$ cat config.mk
export PLATFORM = sky130hd
export DESIGN_NAME = if_id_skid_buffer
export DESIGN_NICKNAME = d
export VERILOG_FILES = /design/src/rtl/if_id_skid_buffer_pkg.sv /design/src/rtl/if_id_skid_buffer_sat_counter.sv /design/src/rtl/if_id_skid_buffer.sv
export SDC_FILE = /design/constraint.sdc
export NUM_CORES = 1
export LEC_CHECK = 0
export CORE_ASPECT_RATIO = 1.4
export CORE_MARGIN = 1
export CORE_UTILIZATION = 48
export DETAILED_ROUTE_END_ITERATION = 12
export GPL_TIMING_DRIVEN = 0
export PLACE_DENSITY = 0.79
export RECOVER_POWER = 100
export REMOVE_ABC_BUFFERS = 1
export SETUP_SLACK_MARGIN = 0.5
export SYNTH_ARGS = -nofsm -noshare
export SYNTH_HDL_FRONTEND = slang
export SYNTH_SLANG_ARGS = --single-unit
export TNS_END_PERCENT = 1
$ cat constraint.sdc
create_clock -name clk -period 7.3 [get_ports clk]
set_clock_uncertainty 0.15 [all_clocks]
set_input_delay 1.46 -clock clk [delete_from_list [all_inputs] [get_ports clk]]
set_output_delay 1.46 -clock clk [all_outputs]
set_load 0.1 [all_outputs]
$ cat src/rtl/if_id_skid_buffer_pkg.sv
// Shared IF/ID pipeline definitions: default datapath width, NOP encoding and entry layout.
package if_id_skid_buffer_pkg;

  localparam int unsigned IF_ID_WIDTH = 32;

  // Decode sees this word whenever the buffer is empty.
  localparam logic [IF_ID_WIDTH-1:0] NOP_INSTR = 32'h0000_0000;

  typedef struct packed {
    logic [IF_ID_WIDTH-1:0] pc;
    logic [IF_ID_WIDTH-1:0] instr;
  } if_id_entry_t;

endpackage : if_id_skid_buffer_pkg

$ cat src/rtl/if_id_skid_buffer_sat_counter.sv
// Saturating up-counter; sticks at all-ones and clears only on reset.
module sat_counter #(
  parameter int unsigned W = 16
) (
  input  logic         clk,
  input  logic         rst,
  input  logic         en,
  output logic [W-1:0] cnt
);

  // Count enabled cycles, holding at the maximum value instead of wrapping.
  always_ff @(posedge clk or negedge rst) begin
    if (!rst) begin
      cnt <= '0;
    end else if (en && (cnt != {W{1'b1}})) begin
      cnt <= cnt + W'(1);
    end
  end

endmodule : sat_counter

$ cat src/rtl/if_id_skid_buffer.sv
// IF/ID pipeline buffer: small circular FIFO between fetch and decode with
// branch flush and a stall-cycle performance counter. in_ready is decoded from
// registered occupancy only, so decode stalls never reach fetch combinationally.
module if_id_skid_buffer
  import if_id_skid_buffer_pkg::*;
#(
  parameter int unsigned WIDTH = IF_ID_WIDTH,
  parameter int unsigned DEPTH = 2,
  parameter int unsigned CNT_W = 16
) (
  input  logic                     clk,
  input  logic                     rst,
  input  logic                     in_valid,
  input  logic [WIDTH-1:0]         in_pc,
  input  logic [WIDTH-1:0]         in_instr,
  output logic                     in_ready,
  input  logic                     flush,
  output logic                     out_valid,
  output logic [WIDTH-1:0]         out_pc,
  output logic [WIDTH-1:0]         out_instr,
  input  logic                     out_ready,
  output logic [$clog2(DEPTH):0]   count,
  output logic [CNT_W-1:0]         stall_cnt
);

  localparam int unsigned PTR_W = $clog2(DEPTH);
  localparam int unsigned OCC_W = PTR_W + 1;

  // Entries are held at the package width; WIDTH narrower than that is carried
  // in the low bits.
  if_id_entry_t       mem [DEPTH];
  if_id_entry_t       wr_entry;
  if_id_entry_t       head;
  logic [PTR_W-1:0]   wp;
  logic [PTR_W-1:0]   rp;
  logic               push;
  logic               pop;
  logic               stall_en;

  assign push     = in_valid & in_ready & ~flush;
  assign pop      = out_valid & out_ready & ~flush;
  assign stall_en = out_valid & ~out_ready & ~flush;

  // Pack the incoming fetch pair into the stored entry format.
  always_comb begin
    wr_entry       = '0;
    wr_entry.pc    = IF_ID_WIDTH'(in_pc);
    wr_entry.instr = IF_ID_WIDTH'(in_instr);
  end

  // Pointer and occupancy update; flush overrides any concurrent push or pop.
  always_ff @(posedge clk or negedge rst) begin
    if (!rst) begin
      wp    <= '0;
      rp    <= '0;
      count <= '0;
    end else if (flush) begin
      wp    <= '0;
      rp    <= '0;
      count <= '0;
    end else begin
      if (push) wp <= wp + PTR_W'(1);
      if (pop)  rp <= rp + PTR_W'(1);
      case ({push, pop})
        2'b10:   count <= count + OCC_W'(1);
        2'b01:   count <= count - OCC_W'(1);
        default: count <= count;
      endcase
    end
  end

  // Entry storage; contents are don't-care until marked valid by count.
  always_ff @(posedge clk) begin
    if (push) mem[wp] <= wr_entry;
  end

  // Output decode from registered state; empty presents PC 0 and a NOP.
  always_comb begin
    head      = mem[rp];
    out_valid = (count != '0);
    in_ready  = (count < OCC_W'(DEPTH));
    out_pc    = '0;
    out_instr = WIDTH'(NOP_INSTR);
    if (out_valid) begin
      out_pc    = WIDTH'(head.pc);
      out_instr = WIDTH'(head.instr);
    end
  end

  sat_counter #(
    .W (CNT_W)
  ) u_stall_cnt (
    .clk (clk),
    .rst (rst),
    .en  (stall_en),
    .cnt (stall_cnt)
  );

endmodule : if_id_skid_buffer

Word level (Yosys, flattened, before mapping)

Memories as Yosys holds them, arrays and structs flattened.
Index checks and enable logic that the tools add are counted.
W data, S select, Z words.

Flip-flop bits (word level): 20
RAM bits: 128
Output and inout port bits: 84
Memories: 1

Bitwise gates (word level): 8
Add/subtract/negate cells: 5
Reduce and logical (&&, ||, !) cells: 5
Mux-type cells: 10
Order comparisons: 1
Equality and inequality tests: 3

Memories:

| name | depth | width | rd ports | clocked after memory_dff | write ports | RTL line                | text |
|---|---|---|---|---|---|---|---|
| mem  | 2     | 64    | 1        | 0                        | 1           | if_id_skid_buffer.sv:31 | `if_id_entry_t mem [DEPTH];` |

Operators with widths:

| cell                    | number |
|---|---|
| $mux W32                | 2 |
| $add A16 B1 Y16 const B | 1 |
| $ne A16 B16 Y1 const B  | 1 |
| $and A1 B1 Y1           | 6 |
| $mux W1                 | 6 |
| $reduce_bool A2 Y1      | 3 |
| $pmux W2 S2             | 1 |
| $reduce_bool A3 Y1      | 1 |
| $add A1 B1 Y1 const B   | 2 |
| $add A2 B1 Y2 const B   | 1 |
| $eq A2 B1 Y1 const B    | 1 |
| $eq A2 B2 Y1 const B    | 1 |
| $lt A2 B2 Y1 const B    | 1 |
| $mux W2                 | 1 |
| $not A1 Y1              | 2 |
| $sub A2 B1 Y2 const B   | 1 |
| $logic_and A1 B1 Y1     | 1 |

Logic depth before layout (Yosys ltp)

Word-level depth: 6
Mapped depth: 6

Modules after synthesis

Synthesis repeated with hierarchy kept, for this count alone.

Cells, all modules: 366
Area, all modules: 5,997.0 um^2

By module, submodules not included:

| module            | area each (um^2) | cells an instance | seq. area each (um^2) | instances |
|---|---|---|---|---|
| if_id_skid_buffer | 5,137.4          | 294               | 3,943.8               | 1 |
| sat_counter       | 859.6            | 72                | 400.4                 | 1 |

Worst setup path after synthesis

Ideal clock, no wire load.

Path type: input-to-reg
Start point: in in_valid
End point: mem mem[0][0] (netlist bit) (enable)
Data required time: 6.571 ns
Library setup time: 0.579 ns
Stages on the path: 2
Arrival time: 6.362 ns
Path slack: 0.209 ns
Cells stage by stage: and2b_1 nor3b_1

Longest elaborated chain between the ends: 4

RTL lines:

| what                          | RTL line                | text |
|---|---|---|
| start: declaration            | if_id_skid_buffer.sv:13 | `input logic in_valid,` |
| $and A1 B1 Y1 (2 in a row)    | if_id_skid_buffer.sv:40 | `assign push = in_valid & in_ready & ~flush;` |
| $mux W1                       | if_id_skid_buffer.sv:74 | `if (push) mem[wp] <= wr_entry;` |
| $mux W1 (not written as such) | if_id_skid_buffer.sv:74 |  |
| end: declaration              | if_id_skid_buffer.sv:31 |  |

Every way passes these cells.

Worst setup path after layout

Start point: in in_valid
End point: mem mem[1][56] (netlist bit) (enable)

The elaborated chain is that of the path after synthesis.

==> results summary <==
The flow ran to the end, but the final reports show violations. The final reports fail on capacitance limit, slew limit. The final-stage net count came out at 600.

The initial utilization of the core area, before any placement, comes to 49.2%. The power density over the cells came out at 301 nW/um^2. For the finished layout, the period the worst path requires is 5.19 ns. The maximum fanout count along the critical path came out at 55. The share of total power in the clock network is 35.5%. The combinational family with the most area after synthesis is multiplexers. The first-pass GRT wire length came out at 18,400 um. The top-area cell type share of the netlist area came out at 66.5%. The Yosys warning count came out at 0.

The post-CTS setup buffer count is 0. In the final routed layout, each cell accounts on average for 17.1 um. The largest net degree at the start of global routing came out at 56. The worst register-to-register path begins at count[1]. The total leakage power came out at 2.99 nW.

The share of power burned in combinational logic is 23.1%. The endpoint arrival time on the critical path is 4.98 ns. The half-perimeter wire length after placement is 8160 um. Summed over all nets, the switching power comes to 0.776 mW. Final hold analysis gives a worst-case slack of 0.373 ns. The final non-filler cell total came out at 695.

Setup repair after global routing left no endpoint under its margin. The weighted congestion at the end of routability-driven global placement is 0.783. Summing the areas of all fa, ha and maj instances in the mapped netlist gives 0.216% of the synthesized area. Clock-pin slew was measured on the worst setup and hold paths at 0.05 ns. The region available for standard cell placement spans 11,800 um^2. The endpoint identified for the worst register-to-register timing path is mem[1][56]. The count of maximum capacitance violations is 1.

The total standard cell area after synthesis is 5780 um^2. The die covers 12,500 um^2. The all-layer global routing usage came out at 20.0%. The area growth from synthesis to final layout came out at 40.1%. The number of H-tree branching levels is 4. The synthesized netlist devotes 0.260% of its cell area to compound gates. For hold timing, the worst endpoint is u_stall_cnt.cnt[11]. For the pin with the worst max-slew slack, the measured transition is 3.13 ns. Of the synthesized area, sequential elements account for 75.1%.

Along the worst hold path, the cell count comes to 1. The worst endpoint required time came out at 7.09 ns. The worst setup path is launched from an input port.

By area the synthesized netlist is led by sky130_fd_sc_hd__edfxtp_1, sky130_fd_sc_hd__mux2i_1, sky130_fd_sc_hd__dfrtp_1, sky130_fd_sc_hd__nor2_1, sky130_fd_sc_hd__xor2_1. The min-delay analysis places its worst path in the category flip-flop to flip-flop. The peak supply drop is 0.318 mV.

In this run switching power makes up 31.8% of total power. The width of the die is 94.8 um. Input and output buffers added on the ports amount to 152. The register share of total power came out at 41.4%. The quantity of hold-fixing buffers added after cts is 0.

In this run the clock root is driven by a sky130_fd_sc_hd__clkbuf_16. The fraction of layout cells with a size suffix above 1 is 6.09%. The remaining global-route overflow is 0. The number of antenna violations at the first check in global routing is 6. The largest buffer count on any clock path is 2.

The number of cell rows is 47. The routed via count divided by cell count came out at 5.13. In this run, post-CTS repair resized a total of 0 instances. STA classifies the critical path endpoint as a flip-flop.

The number of vias after detailed routing is 3,562. The cell accounting for the most synthesized area is sky130_fd_sc_hd__edfxtp_1. The height of the chip came out at 132 um. The number of cells traversed by the worst register-to-register path is 3.

Dividing the final minimum period by the clock period gives 71.1%. The post-synthesis instance total is 367. The number of pins exceeding their max-slew limit in the final report is 56.

The critical path is of the input port to flip-flop type. Dividing the synthesized area by the synthesized cell count gives 15.8 um^2. The detail route stage leaves a number of antenna-violating nets equal to 0.

The total internal power is 1.67 mW. Across all register-to-register paths, the minimum setup slack is 3.14 ns. The multiplexer area fraction after synthesis is 11.3%. The insertion delay to the later sink of the worst-skew pair came out at 0.40 ns. The post-synthesis xor/xnor area fraction came out at 2.73%. The worst pin sits at a relative slew slack of -109%. The via count of the first global-routing pass is 3,740. Summed over all layers, the routed wires come to 11,900 um.

After detailed routing, the number of remaining DRC violations is 0. Counting flops and latches in the post-synthesis netlist gives 148. Counting tap cells, the placed design contains a total of 658 instances. The number of hold-slack violations in the final timing report is 0.

Static timing analysis puts the maximum clock frequency at 193 MHz. The distinct cell type count after synthesis came out at 31. The DRC marker count from the first detailed-route iteration is 168. The clock tree from TritonCTS is done. The number of detailed-route iterations in the first pass came out at 4. The startpoint of the tightest hold check path is u_stall_cnt.cnt[11]. Setup violations remaining at the end of the flow were counted as 0. The TritonCTS buffer count is 17. For this design, the sink count on the clock tree is 148. The fraction of the mapped netlist area in simple logic gates came out at 8.83%.

Pin placement for this block handled 153 I/O pins.
[cells by family (layout without fill, tap and decap cells)]
group,Yosys count,after routing
other,0,6
xor gates and xnor gates,18,18
buffers and inverters,20,195
and+or+nand+nor,112,112
muxes,65,65
AOI/OAI and AO/OA,3,3
DFF,148,148
adders and majority gates,1,1
[placed cells by master, fill, tap and decap left out, drive strengths merged, types with 3 or more instances in the layout]
cell type	instances
mux2i	64
nand4	5
xor2	14
inv	3
nor3	5
diode	6
nand2	7
nor4	8
bufinv	4
xnor2	4
clkinv	7
dlygate4sd3	151
nand3	4
edfxtp	128
dfrtp	20
clkbuf	25
nor2	69
[worst max path at each step]
stage	cells after the start	from	endpoint	slack, ns
floorplan	2	in_valid	mem[0][0]	0.21
global placement	3	in_valid	mem[0][40]	-2.70
detailed placement	4	rp	out_instr[4]	3.12
CTS	4	rp	out_instr[4]	2.68
global route	4	in_valid	mem[1][21]	1.84
finish	4	in_valid	mem[1][56]	2.11
[layout make-up]
type | instances | area (um^2)
Antenna cell | 6 | 15.0
Timing Repair Buffer | 161 | 1590
Tap cell | 147 | 184
Multi-Input combinational cell | 199 | 1360
Clock buffer | 18 | 429
Inverter | 3 | 11.3
Fill cell | 831 | 3660
Clock inverter | 13 | 165
Sequential cell | 148 | 4350
[synth_stat cells (all sizes together)]
| cell | instances |
|---|---|
| clkbuf | 8 |
| nand4 | 5 |
| edfxtp | 128 |
| o21ai | 1 |
| and3 | 2 |
| nor3b | 2 |
| dfrtp | 20 |
| inv | 3 |
| buf | 9 |
| mux2i | 64 |
| a21oi | 2 |
| or3 | 2 |
| ha | 1 |
| nand2 | 7 |
| nand3 | 4 |
| mux2 | 1 |
| or2b | 1 |
| and4 | 1 |
| nor2 | 69 |
| nor2b | 2 |
| xor2 | 14 |
| nor3 | 5 |
| xnor2 | 4 |
| nor4 | 8 |
| and2b | 1 |
| and3b | 1 |
| nand3b | 1 |
| or2 | 1 |
[flip-flops by register name, indices dropped and copies added, names as in the netlist]
register and cells:
count 2, mem 128, rp 1, u_stall_cnt.cnt 16
wp 1
[per-stage QoR]
| step | instance area, um^2 | power [mW] | setup TNS, ns | util [%] | setup WS [ns] |
|---|---|---|---|---|---|
| floorplan | 5700 | 1.45 | 0 | - | 0.209 |
| global route | 8100 | 2.52 | 0 | 68.9 | 1.84 |
| finish | 8100 | 2.44 | 0 | 68.9 | 2.11 |
| CTS | 8160 | 2.49 | 0 | 69.4 | 2.68 |
| global placement | 7410 | 1.62 | -172.17 | 63.0 | -2.70 |
| detailed placement | 7570 | 1.62 | 0 | 64.4 | 3.12 |
[critical path, stage by stage]
cell and delay, ns:
sky130_fd_sc_hd__dlygate4sd3_1 0.54, sky130_fd_sc_hd__and2b_1 0.21, sky130_fd_sc_hd__and3b_1 0.48, sky130_fd_sc_hd__clkbuf_1 2.25
[layer usage]
layer	global-route usage, %	vias to the layer above	share of wire (%)
met1	19.8	1744	36
li1	-	1684	-
met4	10.8	0	3.0
met5	0	-	0
met3	5.25	25	5.2
met2	36.8	109	56
[power by group through the flow]
stage	registers, mW	clock network, mW	logic, mW
floorplan	1.14	0	0.311
global placement	1.04	0	0.581
detailed placement	1.03	0	0.596
CTS	1.01	0.884	0.598
global route	1.02	0.918	0.584
finish	1.01	0.867	0.563
Note: power is estimated with default switching activity, not from simulation.
